===== config.mk =====
export PLATFORM = sky130hd
export DESIGN_NAME = serial_alu
export DESIGN_NICKNAME = d
export VERILOG_FILES = /design/src/rtl/serial_alu.sv
export SDC_FILE = /design/constraint.sdc
export NUM_CORES = 1
export LEC_CHECK = 0
export CORE_ASPECT_RATIO = 0.7
export CORE_MARGIN = 2
export CORE_UTILIZATION = 46
export CTS_CLUSTER_SIZE = 8
export DETAILED_ROUTE_END_ITERATION = 10
export PLACE_DENSITY = 0.73
export REMOVE_ABC_BUFFERS = 1
export SLEW_MARGIN = 30
export SYNTH_ARGS = -nofsm -noshare
export SYNTH_HDL_FRONTEND = slang
export SYNTH_SLANG_ARGS = --single-unit

===== constraint.sdc =====
create_clock -name clk -period 13.05 [get_ports clk]
set_input_delay 2.61 -clock clk [delete_from_list [all_inputs] [get_ports clk]]
set_output_delay 2.61 -clock clk [all_outputs]
set_load 0.01 [all_outputs]

===== src/rtl/serial_alu.sv =====
// Bit-serial 32-bit ALU: receives {B, A, op, crc4} as 11-bit frames on sin and answers C/flags or an error code on sout.
// Optional build macro SERIAL_ALU_CRC_CHECK_EN enables the CRC-4 command check.
module serial_alu #(
    parameter int unsigned RSP_GAP = 1
) (
    input  logic clk,
    input  logic rst,
    input  logic sin,
    output logic sout
);
    typedef enum logic [1:0] {ST_RX, ST_CALC, ST_GAP, ST_TX} state_t;
    typedef enum logic {RX_IDLE, RX_BITS} rx_t;

    state_t      state_q, state_d;
    rx_t         rx_q, rx_d;
    logic [3:0]  rx_cnt_q, rx_cnt_d;
    logic [8:0]  rx_sh_q, rx_sh_d;
    logic [3:0]  frm_cnt_q, frm_cnt_d;
    logic [63:0] ba_q, ba_d;
    logic [2:0]  op_q, op_d;
    logic        err_data_q, err_data_d;
    logic [3:0]  gap_cnt_q, gap_cnt_d;
    logic [2:0]  tx_frm_q, tx_frm_d;
    logic [3:0]  tx_bit_q, tx_bit_d;
    logic [31:0] rsp_data_q, rsp_data_d;
    logic [7:0]  rsp_ctl_q, rsp_ctl_d;
    logic [2:0]  rsp_last_q, rsp_last_d;
    logic        sout_q, sout_d;
`ifdef SERIAL_ALU_CRC_CHECK_EN
    logic [3:0]  crc4_q, crc4_d;
`endif

    function automatic logic [3:0] crc4_f(input logic [67:0] v);
        logic [3:0] c;
        c = '0;
        for (int i = 67; i >= 0; i--)
            c = {c[2:0], 1'b0} ^ ((c[3] ^ v[i]) ? 4'h3 : 4'h0);
        return c;
    endfunction

    function automatic logic [2:0] crc3_f(input logic [36:0] v);
        logic [2:0] c;
        c = '0;
        for (int i = 36; i >= 0; i--)
            c = {c[1:0], 1'b0} ^ ((c[2] ^ v[i]) ? 3'h3 : 3'h0);
        return c;
    endfunction

    // ALU, flags and response encoding, consumed in CALC
    logic [31:0] b_w, a_w, c_w;
    logic [32:0] sum_w, dif_w;
    logic        carry_w, ovf_w, op_bad_w, err_crc_w;
    logic [3:0]  flags_w;
    logic [2:0]  crc3_w, err_cls_w;
    logic [7:0]  err_pay_w;

    assign b_w = ba_q[63:32];
    assign a_w = ba_q[31:0];

`ifdef SERIAL_ALU_CRC_CHECK_EN
    assign err_crc_w = (crc4_f({b_w, a_w, 1'b1, op_q}) != crc4_q);
`else
    assign err_crc_w = 1'b0;
`endif

    always_comb begin
        sum_w    = {1'b0, b_w} + {1'b0, a_w};
        dif_w    = {1'b0, b_w} - {1'b0, a_w};
        c_w      = '0;
        carry_w  = 1'b0;
        ovf_w    = 1'b0;
        op_bad_w = 1'b0;
        case (op_q)
            3'b000: c_w = b_w & a_w;
            3'b001: c_w = b_w | a_w;
            3'b100: begin
                c_w     = sum_w[31:0];
                carry_w = sum_w[32];
                ovf_w   = (b_w[31] == a_w[31]) && (c_w[31] != b_w[31]);
            end
            3'b101: begin
                c_w     = dif_w[31:0];
                carry_w = dif_w[32];
                ovf_w   = (b_w[31] != a_w[31]) && (c_w[31] != b_w[31]);
            end
            default: op_bad_w = 1'b1;
        endcase
        flags_w = {carry_w, ovf_w, (c_w == 32'd0), c_w[31]};
        crc3_w  = crc3_f({c_w, 1'b0, flags_w});
        if (err_data_q)     err_cls_w = 3'b100;
        else if (err_crc_w) err_cls_w = 3'b010;
        else if (op_bad_w)  err_cls_w = 3'b001;
        else                err_cls_w = 3'b000;
        err_pay_w = {1'b1, err_cls_w, err_cls_w, ^{1'b1, err_cls_w, err_cls_w}};
    end

    // Transmit bit selection: the last frame of a response is always the CTL frame
    logic       tx_typ_w, tx_bitv_w;
    logic [7:0] tx_byte_w, tx_pay_w;

    always_comb begin
        tx_typ_w = (tx_frm_q == rsp_last_q);
        case (tx_frm_q[1:0])
            2'd0:    tx_byte_w = rsp_data_q[31:24];
            2'd1:    tx_byte_w = rsp_data_q[23:16];
            2'd2:    tx_byte_w = rsp_data_q[15:8];
            default: tx_byte_w = rsp_data_q[7:0];
        endcase
        tx_pay_w = tx_typ_w ? rsp_ctl_q : tx_byte_w;
        case (tx_bit_q)
            4'd0:    tx_bitv_w = 1'b0;
            4'd1:    tx_bitv_w = tx_typ_w;
            4'd10:   tx_bitv_w = 1'b1;
            default: tx_bitv_w = tx_pay_w[3'(4'd9 - tx_bit_q)];
        endcase
    end

    always_comb begin
        state_d    = state_q;
        rx_d       = rx_q;
        rx_cnt_d   = rx_cnt_q;
        rx_sh_d    = rx_sh_q;
        frm_cnt_d  = frm_cnt_q;
        ba_d       = ba_q;
        op_d       = op_q;
        err_data_d = err_data_q;
        gap_cnt_d  = gap_cnt_q;
        tx_frm_d   = tx_frm_q;
        tx_bit_d   = tx_bit_q;
        rsp_data_d = rsp_data_q;
        rsp_ctl_d  = rsp_ctl_q;
        rsp_last_d = rsp_last_q;
        sout_d     = 1'b1;
`ifdef SERIAL_ALU_CRC_CHECK_EN
        crc4_d     = crc4_q;
`endif
        case (state_q)
            ST_RX: begin
                if (rx_q == RX_IDLE) begin
                    if (!sin) begin
                        rx_d     = RX_BITS;
                        rx_cnt_d = '0;
                    end
                end else if (rx_cnt_q != 4'd9) begin
                    rx_sh_d  = {rx_sh_q[7:0], sin};
                    rx_cnt_d = rx_cnt_q + 4'd1;
                end else begin
                    // sin now carries the stop bit; rx_sh_q holds {type, payload}
                    rx_d = RX_IDLE;
                    if (!sin || (!rx_sh_q[8] && frm_cnt_q == 4'd8) ||
                        (rx_sh_q[8] && frm_cnt_q != 4'd8)) begin
                        err_data_d = 1'b1;
                        frm_cnt_d  = '0;
                        state_d    = ST_CALC;
                    end else if (!rx_sh_q[8]) begin
                        ba_d      = {ba_q[55:0], rx_sh_q[7:0]};
                        frm_cnt_d = frm_cnt_q + 4'd1;
                    end else begin
                        err_data_d = 1'b0;
                        op_d       = rx_sh_q[6:4];
`ifdef SERIAL_ALU_CRC_CHECK_EN
                        crc4_d     = rx_sh_q[3:0];
`endif
                        frm_cnt_d  = '0;
                        state_d    = ST_CALC;
                    end
                end
            end
            ST_CALC: begin
                rsp_data_d = c_w;
                if (err_cls_w != 3'b000) begin
                    rsp_ctl_d  = err_pay_w;
                    rsp_last_d = 3'd0;
                end else begin
                    rsp_ctl_d  = {1'b0, flags_w, crc3_w};
                    rsp_last_d = 3'd4;
                end
                gap_cnt_d = '0;
                state_d   = ST_GAP;
            end
            ST_GAP: begin
                // The first start bit is launched on the edge that enters TX
                if (gap_cnt_q == 4'(RSP_GAP - 1)) begin
                    sout_d   = 1'b0;
                    tx_frm_d = '0;
                    tx_bit_d = 4'd1;
                    state_d  = ST_TX;
                end else begin
                    gap_cnt_d = gap_cnt_q + 4'd1;
                end
            end
            default: begin
                sout_d = tx_bitv_w;
                if (tx_bit_q == 4'd10) begin
                    tx_bit_d = '0;
                    if (tx_frm_q == rsp_last_q) state_d = ST_RX;
                    else                        tx_frm_d = tx_frm_q + 3'd1;
                end else begin
                    tx_bit_d = tx_bit_q + 4'd1;
                end
            end
        endcase
    end

    always_ff @(posedge clk) begin
        if (rst) begin
            state_q    <= ST_RX;
            rx_q       <= RX_IDLE;
            rx_cnt_q   <= '0;
            rx_sh_q    <= '0;
            frm_cnt_q  <= '0;
            ba_q       <= '0;
            op_q       <= '0;
            err_data_q <= 1'b0;
            gap_cnt_q  <= '0;
            tx_frm_q   <= '0;
            tx_bit_q   <= '0;
            rsp_data_q <= '0;
            rsp_ctl_q  <= '0;
            rsp_last_q <= '0;
            sout_q     <= 1'b1;
`ifdef SERIAL_ALU_CRC_CHECK_EN
            crc4_q     <= '0;
`endif
        end else begin
            state_q    <= state_d;
            rx_q       <= rx_d;
            rx_cnt_q   <= rx_cnt_d;
            rx_sh_q    <= rx_sh_d;
            frm_cnt_q  <= frm_cnt_d;
            ba_q       <= ba_d;
            op_q       <= op_d;
            err_data_q <= err_data_d;
            gap_cnt_q  <= gap_cnt_d;
            tx_frm_q   <= tx_frm_d;
            tx_bit_q   <= tx_bit_d;
            rsp_data_q <= rsp_data_d;
            rsp_ctl_q  <= rsp_ctl_d;
            rsp_last_q <= rsp_last_d;
            sout_q     <= sout_d;
`ifdef SERIAL_ALU_CRC_CHECK_EN
            crc4_q     <= crc4_d;
`endif
        end
    end

    assign sout = sout_q;
endmodule


==> results.txt <==
- After synthesis the cells add up to 11,400 sq um.
- Placer Congestion: 0.991
* Transition time of the tightest slew-check pin: 1030 ps
- Critical path class: register to register
- Buffers added to address setup during post-CTS repair amount to 0.
* Number of sinks handled by clock tree synthesis: 141
* Initial standard-cell utilization of the core: 0.466
- Timing would allow up to 0.154 GHz.
- Share of total power in sequential cells: 0.475
* Skew final: 10.2 ps
* Routed via count: 10,971
- Placement-stage worst setup slack: 6670 ps
* Net switching fraction of the power: 0.238
- CP Capture Point: rsp_ctl_q[2]$_SDFFE_PP0P_
- After detailed routing, the total wire length is 37,600 um.
- For this run, the slowest stage of the critical path takes 720 ps.
- In this run the vertical extent of the chip is 136 um.
- Count of flip-flops with a built-in enable after synthesis: 0
- The clock passes through at most 2 buffers.
- CP startpoint kind: register
* Total routing resource utilization after global routing: 0.291
- The number of global-route vias before repair was 9,948.
- Hold timing on the final database bottoms out at a slack of 470 ps.
* IR drop worst, VDD: 0.0940 mV
- The finished cells cover 12,100 sq um.
* Count of hold buffers inserted by post-cts repair: 0
- The area growth from synthesis to layout is 6.11%.
- Length of the first detailed-routing pass in iterations: 6
- The endpoint identified for the worst register-to-register timing path is rsp_ctl_q[2]$_SDFFE_PP0P_.
- Top area cells in the synthesized netlist: sky130_fd_sc_hd__dfxtp_1 25%, sky130_fd_sc_hd__ha_1 13%, sky130_fd_sc_hd__a21oi_1 8.3%
* Number of fill cells in the layout: 2,377
* Part of the power in combinational logic: 0.016
* Post-Synthesis Mean Instance Area: 7.48 sq um
- P_int: 0.694 mW
- Walking the worst path, the cells encountered are inv_1 -> ha_1 -> a21oi_1 -> o31a_1 -> or2_2 -> o311ai_0 -> o211ai_1 -> a21oi_1 -> a21oi_1 -> xnor2_1 -> a22oi_1 -> ha_1 -> nand2_1 -> or4_1 -> nor4_1 -> nand4_1 -> nor4_1 -> nand4_1 -> o41ai_2 -> xnor2_1 -> xnor3_1 -> o41ai_2.
* Arr. time, crit path: 6840 ps
* Final critical-path setup slack: 6550 ps
- The cell that appears most often on the critical path is sky130_fd_sc_hd__a21oi_1.
* Power share of the clock group: 0.509
- Summed over all layers, the global routing overflow is 0.
- Number of antenna-violating nets in the routed design: 0
- Most common library cell in the layout ignoring fill and taps: sky130_fd_sc_hd__nand2_1
- Drt wl/cell: 20.8 um
- Port buffer count: 3
- The multi-input combinational cells in the finished layout cover a total of 7830 sq um.
- Post-CTS Resized: 0
* Instance count of the mapped netlist: 1,531
* Antenna Cells: 0
- Post-place instance area: 11,600 sq um
* Largest net degree at the start of global routing: 85
* Class of the tightest hold or removal check: register to register
- Measured along the x axis, the die boundary spans 193 um.
* Asr flop ratio synth: 0
- Ratio of total power to cell area: 75.0 nW/um^2
- Dominant register cell in the synthesized netlist: sky130_fd_sc_hd__dfxtp_1
* Yosys warning count: 0
- The tree is rooted in a sky130_fd_sc_hd__clkbuf_16.
- Fraction of final layout cells sized beyond drive strength 1: 0.0513
- Across all register-to-register paths, the minimum setup slack is 6550 ps.
- Measured in cells, the most critical reg-to-reg path has a length of 22.
* Max cap viols: 0
* Net count, final: 1,596
- Sum Neg Setup Slack: 0 ps
- Post-synth cell types: 85
* H-tree depth reported by CTS: 4
- Setup violations remaining at the end of the flow were counted as 0.
* Worst Setup End Kind: register
* Post-synthesis cell type with the largest combined area: sky130_fd_sc_hd__dfxtp_1
- Vias per inst: 6.07
* Worst-path clk slew: 60 ps
- The count of endpoints failing hold in the final timing report was 0.
- Area of the core: 24,600 sq um
* Worst slew margin relative to its limit: 0.305
* Result of the run: complete, no violations
- Fraction of synthesized cell area taken by the top area cell type: 0.247
- Count of pins over their slew limit: 0
- Time the worst path needs with I/O delays and setup: 6500 ps
- Post-synthesis sequential area ratio: 0.247
- In the routed design, unresolved DRC markers number 0.
* Cell at the slowest stage of the critical path: sky130_fd_sc_hd__o311ai_0
- Global-route wire length before repair: 57,700 um
* Die Area: 26,200 sq um
- The library cells used most frequently in the layout, excluding fill and tap cells, are 217 x sky130_fd_sc_hd__nand2_1, 191 x sky130_fd_sc_hd__a21oi_1, 140 x sky130_fd_sc_hd__dfxtp_1.
- TritonCTS built the clock tree.
* Count of standard-cell rows: 48
* Ports placed on the boundary: 4
- Net switching power figure: 0.217 mW
* Crit path max fanout: 12
- Register Area: 2820 sq um
- Dividing the final minimum period by the clock period gives 0.498.
* Launch point of the worst reg-to-reg path: ba_q[12]$_SDFFE_PP0P_
- DRT iter0 DRCs: 1,286
- FF+latch count, synth: 141
- HPWL after detailed placement: 28,400 um
- Worst EP required: 13,390 ps
- Clock latency on the worst-skew pair, taken at its later pin, is 440 ps.
* Instance count along the most critical hold path: 2
- Initial antenna violation count: 0
- Setup repair after global routing left no endpoint under its margin.
- Lkg Pwr: 4.47 nW
* Worst setup startpoint: ba_q[12]$_SDFFE_PP0P_
- Buffers inserted during clock tree synthesis total 17.
Yosys cell counts, drive strengths merged (7+ instances only):
library cell and instances:
o31ai 12, a31oi 11, xor2 14, nor2b 12
xnor2 55, a21o 16, a22oi 11, a222oi 8
o21ai 65, nand2b 7, o21bai 11, or3 8
nor4 11, nand3 30, buf 21, and2 8
nand4 9, or4 9, o211ai 9, o22ai 8
a21oi 193, a211oi 49, mux2i 29, dfxtp 141
nand2 218, ha 122, nor3 25, inv 121
nor2 135, clkbuf 71
cell type report:
| type | instances | share of cell area |
|---|---|---|
| multi-input cells | 1177 | 0.644 |
| clock inverters | 14 | 0.0101 |
| flip-flops and latches | 141 | 0.232 |
| inverters | 121 | 0.0374 |
| repair buffers | 11 | 0.00721 |
| well taps | 325 | 0.0335 |
| clock buffers | 17 | 0.0350 |
logic make-up (layout without fill, tap and decap cells):
logic type                 Yosys count  in the layout  synth area share
DFF                                141            141             0.247
muxes                               34             34            0.0352
buffers and inverters              213            163            0.0710
AOI/OAI and AO/OA                  447            447             0.250
and+or+nand+nor                    496            496             0.193
xor gates and xnor gates            76             76            0.0680
adders and majority gates          124            124             0.137
layer usage:
metal | GRT usage | wire [um] | share of wire
met5 | 0 | 0 | 0
met2 | 0.400 | 14800 | 0.39
met4 | 0.0717 | 611 | 0.016
met3 | 0.0940 | 4340 | 0.12
met1 | 0.432 | 17900 | 0.48
through the flow:
stage / cells / power (mW) / util
4_1_cts: 1806 / 0.917 / 0.495
2_1_floorplan: 1439 / 0.446 / -
3_3_place_gp: 1775 / 0.456 / 0.472
6_report: 1806 / 0.911 / 0.495
5_1_grt: 1806 / 0.936 / 0.495
3_5_place_dp: 1775 / 0.456 / 0.472
registers in the layout, indices dropped and copies added, names as in the netlist:
register    cells
rx_cnt_q        4
rsp_data_q     32
gap_cnt_q       4
rx_sh_q         9
rsp_last_q      1
state_q         2
tx_frm_q        3
rx_q            1
sout            1
rsp_ctl_q       8
err_data_q      1
frm_cnt_q       4
tx_bit_q        4
ba_q           64
op_q            3
worst min-delay path by stage:
stage / from / end / slack (ps)
after detailed placement: rx_sh_q[2]$_SDFFE_PP0P_ / rx_sh_q[3]$_SDFFE_PP0P_ / 470
after floorplan: rsp_data_q[15]$_SDFFE_PP0P_ / rsp_data_q[15]$_SDFFE_PP0P_ / 440
final: rx_sh_q[2]$_SDFFE_PP0P_ / rx_sh_q[3]$_SDFFE_PP0P_ / 470
after global routing: rx_sh_q[2]$_SDFFE_PP0P_ / ba_q[2]$_SDFFE_PP0P_ / 490
after global placement: rsp_data_q[15]$_SDFFE_PP0P_ / rsp_data_q[15]$_SDFFE_PP0P_ / 460
after CTS: rx_sh_q[2]$_SDFFE_PP0P_ / rx_sh_q[3]$_SDFFE_PP0P_ / 470
power by group through the flow:
stage / registers, mW / logic, mW / clock network (mW)
after floorplan: 0.442 / 0.00456 / 0
after CTS: 0.432 / 0.0141 / 0.470
after global placement: 0.442 / 0.0138 / 0
final: 0.433 / 0.0143 / 0.464
after global routing: 0.432 / 0.0156 / 0.488
after detailed placement: 0.442 / 0.0140 / 0
worst max-delay path, delay by kind of cell, from the launching register on:
family,cells,cell delay (ps)
AOI/OAI and AO/OA,9,2670
xor gates and xnor gates,3,780
adders and majority gates,2,830
buffers and inverters,1,80
DFF,1,400
and+or+nand+nor,7,1630
No activity file was read; power rests on OpenSTA's default activity.
